### src/rtl/ps2_mouse_tracker.sv
// rtl/ps2_mouse_tracker.sv - PS/2 mouse init handshake, stream packet decoder and clamped cursor tracker
module ps2_mouse_tracker #(
  parameter int SCREEN_W       = 640,
  parameter int SCREEN_H       = 480,
  parameter int COORD_W        = 10,
  parameter int INIT_X         = 100,
  parameter int INIT_Y         = 100,
  parameter int TIMEOUT_CYCLES = 2000000,
  parameter int MAX_RETRIES    = 3,
  parameter int SKIP_INIT      = 0
) (
  input  logic               i_clk,
  input  logic               i_rst,
  input  logic               i_rx_done_tick,
  input  logic [7:0]         i_rx_dout,
  input  logic               i_tx_done_tick,
  input  logic               i_tx_idle,
  output logic               o_wr_ps2,
  output logic [7:0]         o_tx_din,
  output logic [COORD_W-1:0] o_cursor_x,
  output logic [COORD_W-1:0] o_cursor_y,
  output logic [2:0]         o_buttons,
  output logic               o_pkt_valid,
  output logic               o_init_done,
  output logic               o_init_fail,
  output logic [7:0]         o_sync_err_count
);
  localparam int CW2 = COORD_W + 2;
  localparam logic signed [CW2-1:0] MAX_X = CW2'(SCREEN_W - 1);
  localparam logic signed [CW2-1:0] MAX_Y = CW2'(SCREEN_H - 1);
  localparam logic [31:0] TIMEOUT   = 32'(TIMEOUT_CYCLES);
  localparam logic [7:0]  RETRY_MAX = 8'(MAX_RETRIES);

  typedef enum logic [3:0] {
    S_WR_FF, S_WAIT_FF, S_ACK1, S_BAT, S_ID, S_WR_F4, S_WAIT_F4, S_ACK2,
    S_PKT0, S_PKT1, S_PKT2, S_UPDATE, S_FAIL
  } state_t;

  state_t             r_state, w_next, w_exp_next;
  logic [31:0]        r_timer;
  logic [7:0]         r_retry;
  logic               r_wr_ps2;
  logic [7:0]         r_tx_din;
  logic [COORD_W-1:0] r_x, r_y;
  logic [2:0]         r_buttons, r_btn_byte;
  logic               r_pkt_valid, r_init_done, r_init_fail;
  logic [7:0]         r_sync_err;
  logic [1:0]         r_ovf, r_sign;
  logic [7:0]         r_b1, r_b2;

  logic               w_timeout, w_wr_req, w_fail, w_err_inc, w_ld0, w_ld1, w_ld2;
  logic [7:0]         w_exp_byte;

  assign w_timeout = (r_timer == TIMEOUT);

  always_comb begin
    w_exp_byte = 8'h00;
    w_exp_next = S_PKT0;
    case (r_state)
      S_ACK1:  begin w_exp_byte = 8'hFA; w_exp_next = S_BAT;   end
      S_BAT:   begin w_exp_byte = 8'hAA; w_exp_next = S_ID;    end
      S_ID:    begin w_exp_byte = 8'h00; w_exp_next = S_WR_F4; end
      S_ACK2:  begin w_exp_byte = 8'hFA; w_exp_next = S_PKT0;  end
      default: ;
    endcase
  end

  always_comb begin
    w_next    = r_state;
    w_wr_req  = 1'b0;
    w_fail    = 1'b0;
    w_err_inc = 1'b0;
    w_ld0     = 1'b0;
    w_ld1     = 1'b0;
    w_ld2     = 1'b0;
    case (r_state)
      S_WR_FF: if (i_tx_idle) begin w_wr_req = 1'b1; w_next = S_WAIT_FF; end
      S_WR_F4: if (i_tx_idle) begin w_wr_req = 1'b1; w_next = S_WAIT_F4; end
      S_WAIT_FF: if (i_tx_done_tick) w_next = S_ACK1; else if (w_timeout) w_fail = 1'b1;
      S_WAIT_F4: if (i_tx_done_tick) w_next = S_ACK2; else if (w_timeout) w_fail = 1'b1;
      S_ACK1, S_BAT, S_ID, S_ACK2: begin
        if (i_rx_done_tick) begin
          if (i_rx_dout == w_exp_byte) w_next = w_exp_next;
          else w_fail = 1'b1;
        end else if (w_timeout) begin
          w_fail = 1'b1;
        end
      end
      S_PKT0: begin
        if (i_rx_done_tick) begin
          if (i_rx_dout[3]) begin w_ld0 = 1'b1; w_next = S_PKT1; end
          else w_err_inc = 1'b1;
        end
      end
      // Byte beats timeout when both land in the same cycle.
      S_PKT1: begin
        if (i_rx_done_tick) begin w_ld1 = 1'b1; w_next = S_PKT2; end
        else if (w_timeout) begin w_err_inc = 1'b1; w_next = S_PKT0; end
      end
      S_PKT2: begin
        if (i_rx_done_tick) begin w_ld2 = 1'b1; w_next = S_UPDATE; end
        else if (w_timeout) begin w_err_inc = 1'b1; w_next = S_PKT0; end
      end
      S_UPDATE: begin
        w_next    = S_PKT0;
        w_err_inc = i_rx_done_tick;
      end
      default: w_next = r_state;
    endcase
    if (w_fail) w_next = (r_retry < RETRY_MAX) ? S_WR_FF : S_FAIL;
  end

  logic signed [8:0]     w_dx9, w_dy9;
  logic signed [CW2-1:0] w_dx, w_dy, w_new_x, w_new_y;
  logic [COORD_W-1:0]    w_cx, w_cy;

  assign w_dx9   = r_ovf[0] ? 9'sd0 : $signed({r_sign[0], r_b1});
  assign w_dy9   = r_ovf[1] ? 9'sd0 : $signed({r_sign[1], r_b2});
  assign w_dx    = {{(CW2-9){w_dx9[8]}}, w_dx9};
  assign w_dy    = {{(CW2-9){w_dy9[8]}}, w_dy9};
  assign w_new_x = $signed({2'b00, r_x}) + w_dx;
  assign w_new_y = $signed({2'b00, r_y}) - w_dy;
  assign w_cx    = w_new_x[CW2-1] ? '0 : (w_new_x > MAX_X) ? COORD_W'(SCREEN_W - 1) : w_new_x[COORD_W-1:0];
  assign w_cy    = w_new_y[CW2-1] ? '0 : (w_new_y > MAX_Y) ? COORD_W'(SCREEN_H - 1) : w_new_y[COORD_W-1:0];

  always_ff @(posedge i_clk) begin
    if (i_rst) begin
      r_state     <= (SKIP_INIT != 0) ? S_PKT0 : S_WR_FF;
      r_timer     <= '0;
      r_retry     <= '0;
      r_wr_ps2    <= 1'b0;
      r_tx_din    <= 8'h00;
      r_x         <= COORD_W'(INIT_X);
      r_y         <= COORD_W'(INIT_Y);
      r_buttons   <= 3'b000;
      r_btn_byte  <= 3'b000;
      r_pkt_valid <= 1'b0;
      r_init_done <= (SKIP_INIT != 0);
      r_init_fail <= 1'b0;
      r_sync_err  <= 8'h00;
      r_ovf       <= 2'b00;
      r_sign      <= 2'b00;
      r_b1        <= 8'h00;
      r_b2        <= 8'h00;
    end else begin
      r_state <= w_next;
      if (w_next != r_state) r_timer <= '0;
      else if (!w_timeout)   r_timer <= r_timer + 32'd1;
      r_wr_ps2 <= w_wr_req;
      r_tx_din <= (w_next == S_WAIT_FF) ? 8'hFF : (w_next == S_WAIT_F4) ? 8'hF4 : 8'h00;
      if (w_fail && (r_retry < RETRY_MAX)) r_retry <= r_retry + 8'd1;
      if (w_next == S_FAIL) r_init_fail <= 1'b1;
      if ((r_state == S_ACK2) && (w_next == S_PKT0)) r_init_done <= 1'b1;
      if (w_err_inc && (r_sync_err != 8'hFF)) r_sync_err <= r_sync_err + 8'd1;
      if (w_ld0) begin
        r_ovf      <= i_rx_dout[7:6];
        r_sign     <= i_rx_dout[5:4];
        r_btn_byte <= i_rx_dout[2:0];
      end
      if (w_ld1) r_b1 <= i_rx_dout;
      if (w_ld2) r_b2 <= i_rx_dout;
      r_pkt_valid <= (r_state == S_UPDATE);
      if (r_state == S_UPDATE) begin
        r_x       <= w_cx;
        r_y       <= w_cy;
        r_buttons <= r_btn_byte;
      end
    end
  end

  assign o_wr_ps2         = r_wr_ps2;
  assign o_tx_din         = r_tx_din;
  assign o_cursor_x       = r_x;
  assign o_cursor_y       = r_y;
  assign o_buttons        = r_buttons;
  assign o_pkt_valid      = r_pkt_valid;
  assign o_init_done      = r_init_done;
  assign o_init_fail      = r_init_fail;
  assign o_sync_err_count = r_sync_err;
endmodule

### config.mk
export PLATFORM = sky130hd
export DESIGN_NAME = ps2_mouse_tracker
export DESIGN_NICKNAME = d
export VERILOG_FILES = /design/src/rtl/ps2_mouse_tracker.sv
export SDC_FILE = /design/constraint.sdc
export NUM_CORES = 1
export LEC_CHECK = 0
export BUFFER_PORTS_ARGS = -buffer_cell sky130_fd_sc_hd__buf_2
export CORE_UTILIZATION = 40
export CTS_BUF_LIST = sky130_fd_sc_hd__clkbuf_2 sky130_fd_sc_hd__clkbuf_4 sky130_fd_sc_hd__clkbuf_8
export DETAILED_ROUTE_END_ITERATION = 8
export PLACE_DENSITY_LB_ADDON = 0.08
export SLEW_MARGIN = 20
export SYNTH_ARGS = -nofsm -noshare
export SYNTH_HDL_FRONTEND = slang
export SYNTH_SLANG_ARGS = --single-unit
### constraint.sdc
create_clock -name i_clk -period 4.3 [get_ports i_clk]
set_input_delay 0.215 -clock i_clk [delete_from_list [all_inputs] [get_ports i_clk]]
set_output_delay 0.215 -clock i_clk [all_outputs]
set_load 0.01 [all_outputs]
After elaboration in Yosys (flattened, before gate mapping). Index checks and enable logic that the tools add are counted.

Output and inout bits: 43. Logic and storage cells: 96. Bits of input ports: 13. Bits in registers: 110.

Muxes and demuxes: 40. Reduce and logical (&&, ||, !) cells: 11. Bitwise operators: 1. Order comparisons: 3. Equal/unequal tests: 19. Add/sub/neg operators: 5.

Operator list (number): two-way mux 4 bit (13); two-way mux 10 bit (4); one-hot mux 4 bit (9 select lines) (1); adder 32 x 1 -> 32 bit, second input constant (1); == test 32 x 21 -> 1 bit, second input constant (1); == test 4 bit, second input constant (6); == test 4 x 3 -> 1 bit, second input constant (5); two-way mux 9 bit (2); adder 8 x 1 -> 8 bit, second input constant (2); two-way mux 8 bit (2); one-hot mux 8 bit (2 select lines) (1); two-way mux 1 bit (14); adder 11 x 9 -> 12 bit (1); greater-than comparator 12 x 10 -> 1 bit, second input constant (1); greater-than comparator 12 x 11 -> 1 bit, second input constant (1); one-hot mux 4 bit (3 select lines) (1); OR reduction 2 bit (6); subtractor 11 x 9 -> 12 bit (1); == test 4 x 1 -> 1 bit, second input constant (2); == test 4 x 2 -> 1 bit, second input constant (2); == test 8 bit (1); less-than comparator 8 x 2 -> 1 bit, second input constant (1); inequality test 8 bit, second input constant (1); zero test 4 bit (1); 6 further kinds (8).

Logic depth before layout (Yosys ltp).
Depth in word-level cells: 11. Mapped depth: 13. Mapped depth without buffers: 12.

Least setup slack after synthesis. OpenSTA, ideal clock, no wires.

Path type: register to register. From: register r_ovf[0]. To: register r_x[2] (netlist: o_cursor_x[2]). Data arrival time: 2.773 ns. Period minus slack after synthesis: 2.895 ns. Stages on the path, launching flop included: 12. Library setup time: 0.122 ns. Slack: 1.405 ns. Required time: 4.178 ns. Buffers on the path: 0. Cell sequence: dfxtp_1 > nor2b_1 > ha_1 > fa_1 > a21o_1 > a211oi_1 > o21ai_0 > a41o_1 > xnor2_1 > a21oi_1 > nand2_1 > a221o_1.

Longest elaborated chain between the ends: 5.

Ends and longest elaborated chain: from (decl) (RTL line 48) `logic [1:0] r_ovf, r_sign;`; from (signal assigned) (RTL line 156) `r_ovf <= i_rx_dout[7:6];`; two-way mux 9 bit (*) (RTL line 117) `assign w_dx9 = r_ovf[0] ? 9'sd0 : $signed({r_sign[0], r_b1});`; adder 11 x 9 -> 12 bit (*) (RTL line 121) `assign w_new_x = $signed({2'b00, r_x}) + w_dx;`; greater-than comparator 12 x 11 -> 1 bit (RTL line 123) `assign w_cx = w_new_x[CW2-1] ? '0 : (w_new_x > MAX_X) ? COORD_W'(SCREEN_W - 1) : w_new_x[COORD_W-1:0];`; two-way mux 10 bit (RTL line 123); two-way mux 10 bit (*) (RTL line 123); to (signal assigned) (RTL line 133) `r_x <= COORD_W'(INIT_X);`; to (signal assigned) (RTL line 164) `r_x <= w_cx;`; to (decl) (RTL line 44) `logic [COORD_W-1:0] r_x, r_y;`.

Every way passes the cells marked *; elsewhere a longest branch is shown, timed or not. A chain may end at the register's enable or synchronous reset.

Worst setup path in the final report.
From: register r_ovf[0]. To: register r_x[5] (netlist: o_cursor_x[5]).

The elaborated chain is that of the path after synthesis.

==> flow_summary.json <==
{
  "status": "completed",
  "vias": 4814,
  "synth.area.top_cells": "dfxtp_1, ha_1, nor3_2, nor2_1, mux2i_1",
  "hold_viol_final": 0,
  "portBuffers": 55,
  "gp_congestion": 0.822,
  "syn_to_final_growth_pct": 8.98,
  "hold_depth": 2,
  "grt_pass1_wl_microns": 22100,
  "r2r_setup_slack_ns": 0.85,
  "synthCells": 671,
  "p_int_mw": 1.56,
  "worst_pin_slew_ns": 0.731,
  "drive_gt1_share_pct": 17.7,
  "initial_utilization_pct": 41.0,
  "cts_hold_buf": 0,
  "synthesis.nets": 712,
  "n_antenna_cell": 0,
  "hpwl_microns": 9450,
  "synth_edf_count": 0,
  "rows": 44,
  "htree_levels": 3,
  "grt_setup_unrepaired": "false",
  "die_width_microns": 124,
  "p_comb_share_pct": 33.5,
  "core_sq_mm": 0.0145,
  "power_mw": 2.57,
  "max_slew_margin_pct": 51.2,
  "nNetsFinal": 749,
  "viasPerCell": 5.37,
  "criticalPathCategory": "reg2reg",
  "synth-xor-area-share_pct": 8.50,
  "synth_top_family_by_area": "simple AND/OR/NAND/NOR gates",
  "power_leakage_nw": 2.67,
  "synthSimpleGateAreaFrac_pct": 27.3,
  "power_density_mw_per_mm2": 395,
  "yosys.cell_types.count": 78,
  "arrival_ns": 3.72,
  "period_minus_slack_ns": 3.45,
  "pwr-share-clk_pct": 23.7,
  "max_freq_mhz": 290,
  "pin_count": 56,
  "drc_errors": 0,
  "grt-ovfl-total": 0,
  "min_path_type": "in2reg",
  "yosysMostFrequentCell": "dfxtp_1",
  "setup-violations-final": 0,
  "switchingPower_mw": 1.00,
  "clkSlewWorstSetupHoldPaths_ns": 0.09,
  "tns_ns": 0,
  "grt_use_total_pct": 18.2,
  "drtAntennaViolNets": 0,
  "clock-sinks": 104,
  "cts_resized": 0,
  "reg2regPathDepth": 11,
  "ys.warnings.count": 0,
  "syn_area_sq_mm": 0.00596,
  "tritoncts": "yes",
  "maxSlewViolCount": 0,
  "wl_per_cell_microns": 14.8,
  "synth-compound-area-share_pct": 13.5,
  "final_cell_area_sq_mm": 0.00650,
  "grt_max_degree": 69,
  "p_sw_share_pct": 39.0,
  "cts_setup_buffers": 0,
  "dieArea_sq_mm": 0.0154,
  "cp-start-kind": "flip-flop",
  "drt_iter0_drc": 301,
  "clk_latency_ns": 0.39,
  "seq_power_share_pct": 42.8,
  "max-vdd-ir-drop_mv": 0.404,
  "avgSynthCellArea_sq_um": 8.89,
  "root_buffer": "clkbuf_8",
  "cts_buffers": 9,
  "ys_ff_latch": 104,
  "required_ns": 4.57,
  "antenna_found_initial": 0,
  "grt_pass1_vias": 4518,
  "yosysTopAreaCellShare_pct": 34.9,
  "synth_common_cells": "dfxtp_1, nor2_1, nand2_1, a21oi_1",
  "synth-adder-area-share_pct": 6.13,
  "drv_cap": 0,
  "final.period_utilization_pct": 80.2,
  "ys.flop_type": "dfxtp_1",
  "cp-end-kind": "flip-flop",
  "first_pass_iters": 4,
  "wl_microns": 13300,
  "dpl_cell_area_sq_mm": 0.00631,
  "synth_area_leader_cell": "dfxtp_1",
  "synth_mux_area_share_pct": 4.72,
  "cts.path.max_buffers": 2,
  "synth.yosys.seq_area_share_pct": 34.9,
  "cp_max_fo": 10,
  "fp.dieH_microns": 124,
  "skew_ns": 0.00955,
  "async_flop_share_pct": 0
}
==> critical path: stages (launching register included) <==
cell and delay [ns]:
dfxtp_1 0.52, nor2b_1 0.10, ha_1 0.22, fa_1 0.40, a21o_1 0.19, a211oi_1 0.32
o21ai_0 0.21, a41o_1 0.28, xnor2_1 0.13, a21oi_1 0.53, nand2_1 0.10, a221o_1 0.35
==> power by group through the flow <==
stage	clock network, mW	logic (mW)	registers (mW)
after global placement	0	0.860	1.12
after global routing	0.674	0.936	1.11
after floorplan	0	0.802	1.05
final	0.608	0.859	1.10
after detailed placement	0	0.859	1.12
after CTS	0.635	0.864	1.10
==> per-layer routing <==
layer	vias to the layer above	share of wire [%]	global-route usage, %
li1	2463	-	-
met1	2248	51	25.2
met2	92	43	28.2
met3	11	4.7	4.58
met4	0	0.86	4.17
met5	-	0	0
==> cell families (layout without fill, tap and decap cells) <==
logic type / Yosys count / after routing
AO/OA/AOI/OAI: 114 / 114
XOR/XNOR: 57 / 57
adder cells (fa/ha/maj): 28 / 28
buffers and inverters: 55 / 97
flip-flops: 104 / 104
multiplexers: 28 / 28
AND/OR/NAND/NOR: 285 / 285
==> per-stage QoR <==
step,hold slack [ns],util (%),cells,setup WS (ns)
2_1_floorplan,0.295,-,671,1.40
3_3_place_gp,0.441,43.4,881,1.04
3_5_place_dp,0.443,43.4,881,0.902
4_1_cts,0.0503,44.7,897,0.847
5_1_grt,0.0610,44.7,897,0.545
6_report,0.0663,44.7,897,0.853
==> layout make-up <==
| cell class | count | area, sq um |
|---|---|---|
| Clock buffer | 9 | 124 |
| Clock inverter | 7 | 62.6 |
| Tap cell | 184 | 230 |
| Sequential cell | 104 | 2080 |
| Inverter | 22 | 82.6 |
| Fill cell | 1502 | 8040 |
| Timing Repair Buffer | 59 | 318 |
| Multi-Input combinational cell | 512 | 3600 |
==> cells in the final DEF, fill, tap and decap left out, drive strengths merged, types with 8 or more instances in the layout <==
master	count
xor2	26
a21o	9
xnor2	31
clkbuf	9
nand4	14
nand2	49
nor3	48
dfxtp	104
nor2b	23
buf	59
ha	26
mux2i	27
nand3	22
a21oi	35
and3	8
o21ai	14
inv	21
nand2b	11
nor4	11
nor2	74
==> registers in the layout (all words and copies together), names as in the netlist <==
name	count
r_timer	32
o_cursor_x	10
o_cursor_y	10
o_sync_err_count	8
r_b1	8
r_b2	8
r_retry	8
r_state	4
o_buttons	3
r_btn_byte	3
o_tx_din	2
r_ovf	2
r_sign	2
o_init_done	1
o_init_fail	1
o_pkt_valid	1
o_wr_ps2	1
==> path summary, 6_finish.rpt <==
path | from | end
min reg2reg | o_buttons[2]$_SDFFE_PP0P_ | o_buttons[2]$_SDFFE_PP0P_
min | i_rst | r_state[2]$_SDFF_PP0_
max | r_ovf[0]$_SDFFE_PP0P_ | o_cursor_x[5]$_SDFFE_PP1P_
max reg2reg | r_ovf[0]$_SDFFE_PP0P_ | o_cursor_x[5]$_SDFFE_PP1P_
Power figures use the tool's default switching activity.
